[config.mk]
export PLATFORM = sky130hd
export DESIGN_NAME = flopr_skid
export DESIGN_NICKNAME = d
export VERILOG_FILES = /design/src/rtl/flopr_skid.sv
export SDC_FILE = /design/constraint.sdc
export NUM_CORES = 1
export LEC_CHECK = 0
export ABC_AREA = 1
export CAP_MARGIN = 20
export CORE_AREA = 3 3 40 42
export DETAILED_ROUTE_END_ITERATION = 16
export DIE_AREA = 0 0 43 45
export PLACE_DENSITY = 0.79
export SYNTH_ARGS = -nofsm -noshare
export SYNTH_HDL_FRONTEND = slang
export SYNTH_SLANG_ARGS = --single-unit
[constraint.sdc]
create_clock -name clk -period 1.1 [get_ports clk]
set_input_delay 0.11 -clock clk [delete_from_list [all_inputs] [get_ports clk]]
set_output_delay 0.11 -clock clk [all_outputs]
set_load 0.02 [all_outputs]
[src/rtl/flopr_skid.sv]
// flopr_skid: ready/valid pipeline register, one cycle latency, synchronous flush.
// Define FLOPR_SKID_PIPE_SKID_EN for the two-entry skid buffer with registered in_ready.
module flopr_skid #(
  parameter int unsigned      WIDTH       = 8,
  parameter logic [WIDTH-1:0] RESET_VALUE = '0
) (
  input  logic             clk,
  input  logic             reset,
  input  logic             flush,
  input  logic             in_valid,
  input  logic [WIDTH-1:0] in_data,
  output logic             in_ready,
  output logic             out_valid,
  output logic [WIDTH-1:0] out_data,
  input  logic             out_ready,
  output logic [1:0]       occupancy
);

  // Handshake: a word moves across a side when valid and ready are both high at a
  // rising clk edge; valid never depends on ready, and a producer holds its word until taken.

  // State encoding equals the number of held words, so occupancy is the state view.
`ifdef FLOPR_SKID_PIPE_SKID_EN
  typedef enum logic [1:0] {EMPTY = 2'd0, ONE = 2'd1, TWO = 2'd2} state_t;
`else
  typedef enum logic [1:0] {EMPTY = 2'd0, ONE = 2'd1} state_t;
`endif

  state_t           state_q, state_d;
  logic [WIDTH-1:0] main_q, main_d;
  logic             in_fire, out_fire;

  assign out_valid = (state_q != EMPTY);
  assign out_data  = main_q;
  assign occupancy = state_q;
  assign in_fire   = in_valid & in_ready;
  assign out_fire  = out_valid & out_ready;

`ifdef FLOPR_SKID_PIPE_SKID_EN
  logic [WIDTH-1:0] skid_q, skid_d;
  logic             ready_q;

  assign in_ready = ready_q;

  always_comb begin
    state_d = state_q;
    main_d  = main_q;
    skid_d  = skid_q;
    case (state_q)
      EMPTY: begin
        if (in_fire) begin
          state_d = ONE;
          main_d  = in_data;
        end
      end
      ONE: begin
        if (in_fire && out_fire) begin
          main_d = in_data;
        end else if (in_fire) begin
          state_d = TWO;
          skid_d  = in_data;
        end else if (out_fire) begin
          state_d = EMPTY;
        end
      end
      TWO: begin
        if (out_fire) begin
          state_d = ONE;
          main_d  = skid_q;
        end
      end
      default: state_d = EMPTY;
    endcase
    // A squash wins over any capture; main keeps whatever it last showed.
    if (flush) begin
      state_d = EMPTY;
      main_d  = main_q;
      skid_d  = '0;
    end
  end

  always_ff @(posedge clk or posedge reset) begin
    if (reset) begin
      state_q <= EMPTY;
      main_q  <= RESET_VALUE;
      skid_q  <= '0;
      ready_q <= 1'b0;
    end else begin
      state_q <= state_d;
      main_q  <= main_d;
      skid_q  <= skid_d;
      ready_q <= (state_d != TWO);
    end
  end
`else
  // Without a skid entry, space frees up in the same cycle the consumer takes main.
  assign in_ready = ~reset & (~out_valid | out_ready);

  always_comb begin
    state_d = state_q;
    main_d  = main_q;
    case (state_q)
      EMPTY: begin
        if (in_fire) begin
          state_d = ONE;
          main_d  = in_data;
        end
      end
      ONE: begin
        if (in_fire) begin
          main_d = in_data;
        end else if (out_fire) begin
          state_d = EMPTY;
        end
      end
      default: state_d = EMPTY;
    endcase
    if (flush) begin
      state_d = EMPTY;
      main_d  = main_q;
    end
  end

  always_ff @(posedge clk or posedge reset) begin
    if (reset) begin
      state_q <= EMPTY;
      main_q  <= RESET_VALUE;
    end else begin
      state_q <= state_d;
      main_q  <= main_d;
    end
  end
`endif

endmodule

==> key figures <==
Run status
  – Status: complete, no violations

Timing
  – Skew final: approximately 0.0022 ns
  – Finish-stage setup viols: 0
  – Max-slew violations: 0
  – Unrepaired setup endpoints after global routing: no
  – Minimum clock period: 1.05 ns
  – Max Fclk: around 950 MHz
  – Final number of hold-violating endpoints: 0
  – Setup TNS: 0 ns
  – Final worst-path cycle share: 0.952

Clock network
  – H-tree level count: 1
  – Root Driver: clkbuf_4
  – Clock slew at reported path FFs: 0.06 ns
  – Clk buf depth: 2
  – CTS tree: built
  – Clock sink count: 9
  – Setup bufs post-CTS: 0
  – TritonCTS buffer count: 3
  – Clk Latency, worst-skew pair: 0.26 ns

Global routing
  – Largest net degree at the start of global routing: 10
  – Vias in the first global route: around 430
  – First-pass GRT wire length: 1730 um
  – GRT overflow: 0
  – Tot GR Track Use: 0.126
  – Initial antenna violation count: 0

Critical path
  – Crit start category: flop
  – Worst Reg2Reg Path Length in Cells: 5
  – Critical Path End: out_valid
  – Flop2flop setup slack: 0.10 ns
  – Crit path required time: 0.99 ns
  – Critical path type: flop to output pin
  – Kind of end point of the critical path: output pin
  – Crit path max fanout: 3
  – Critical Path AT: 0.94 ns
  – CP startpoint: occupancy[0]$_DFFE_PP0P_
  – RR Endpoint: out_data[5]$_DFFE_PP0P_
  – Reg2reg start: occupancy[0]$_DFFE_PP0P_

Route
  – # DRC: 0
  – Aggregate routed wire length: between 1000 and 1500 um
  – Remaining antenna violation count: 0
  – Initial drt markers: 7
  – Via count: approximately 450
  – Routed WL per cell: between 10 and 15 um
  – Pre-antenna DRT Iters: 4
  – Via density: roughly 4.6

Synth
  – Post-synthesis cell area: about 410 um2
  – Synth Instances: 44
  – Synth top area share: 0.549
  – Synth top area cells: dfrtp_1, nand2_1, nand4_1, nand3_4, buf_4
  – Net Count, Synth: 57
  – Post-synth top area cell: dfrtp_1
  – Yosys reg bits: 9
  – Syn Area/Cell: ~9.3 um2
  – Netlist cell types: 12
  – Seq/Total Area, Yosys: 0.549
  – Ys Warns: 0

Floorplanning
  – Initial core utilization: 0.319
  – Std-Cell Rows: 13
  – Core Area: 1280 um2
  – IO Pins: 25
  – Die height: roughly 45 um
  – DIE AREA: ~1900 um2
  – Die extent in x: 43 um

Finish
  – Area Growth Syn to Fin: 89.6%
  – Most frequent cells in the layout: nand2_1, buf_4, clkdlybuf4s50_1
  – Layout Utilization: 0.606
  – Nets: 97
  – N_diodes: 0
  – Commonest non-fill, non-tap cell in the layout: nand2_1
  – Layout cells sized above 1: 0.313
  – Finished Cell Area: 778 um2

Placed design
  – GPL Wtd Cong: between 0.7 and 0.8
  – Placed inst area: 742 um2
  – Hpwl dp: just over 800 um
  – Port Buffers: 23

Power and ir drop
  – PwrDens: ~1300 nW/um2
  – Worst vdd ir: roughly 660 uV
  – Pwr Total: 0.993 mW
  – Leakage: between 0.3 and 0.4 nW

Flow run
  – Max-cap viol count: 0

Worst hold path
  – Min-Delay Path Class: input pin to asynchronous set/reset pin
[cell usage after synthesis]
cell	instances
nand2_1	16
dfrtp_1	9
nand4_1	8
buf_4	2
inv_1	2
a21oi_1	1
conb_1	1
inv_2	1
nand2_2	1
nand3_4	1
nor2_4	1
o21ai_0	1
[routing by layer]
metal | global-route usage | wire, um
met2 | 0.207 | 635
met4 | 0.0542 | 14
met5 | 0 | 0
met1 | 0.130 | 404
met3 | 0.0757 | 86
[layout make-up]
cell class / count / area, um2
inverters: 3 / 11.3
flip-flops and latches: 9 / 225
repair buffers: 36 / 319
clock buffers: 4 / 26.3
multi-input cells: 31 / 178
fillers: 118 / 507
well taps: 15 / 18.8
[sequential cells by signal, summed over array words and instances, names as in the netlist]
name       count
occupancy      1
out_data       8
[stage by stage]
step                      worst slack, ns  hold slack, ns  instances
final                              0.0526           0.364         98
after global routing              0.00407           0.357         98
after CTS                        0.000975           0.303         97
after detailed placement           -0.358           0.457         93
after global placement             -0.338           0.452         93
after floorplan                    0.0923         -0.0591         44
[power breakdown]
group	switching (mW)	internal, mW
logic	0.171	0.157
registers	0.0267	0.383
clock network	0.115	0.140
total	0.312	0.681
[cell families (layout without fill, tap and decap cells)]
family,Yosys count,count (layout),synth area share
DFF,9,9,0.549
AOI/OAI and AO/OA,2,2,0.0244
buffers and inverters,5,43,0.0640
and+or+nand+nor,27,28,0.354
other,1,1,0.00914
[worst max-delay path: stages, from the launching register on]
cell,delay (ns)
dfrtp_1,0.40
buf_6,0.13
buf_4,0.15
[worst min-delay path by stage]
| stage | end | slack, ns | depth (start not counted) |
|---|---|---|---|
| floorplan | occupancy[0]$_DFFE_PP0P_ | -0.06 | 1 |
| global placement | out_data[6]$_DFFE_PP0P_ | 0.45 | 2 |
| detailed placement | out_data[4]$_DFFE_PP0P_ | 0.46 | 2 |
| CTS | out_data[3]$_DFFE_PP0P_ | 0.30 | 4 |
| global route | out_data[1]$_DFFE_PP0P_ | 0.36 | 4 |
| finish | out_data[7]$_DFFE_PP0P_ | 0.36 | 4 |
[what timing repair did]
item	in CTS	in global routing
hold buffers	0	0
gates resized for setup	20	15
endpoints found under the hold margin	0	0
pin swaps	0	2
gates cloned	0	1
setup endpoints to repair	11	11
Power figures use the tool's default switching activity.
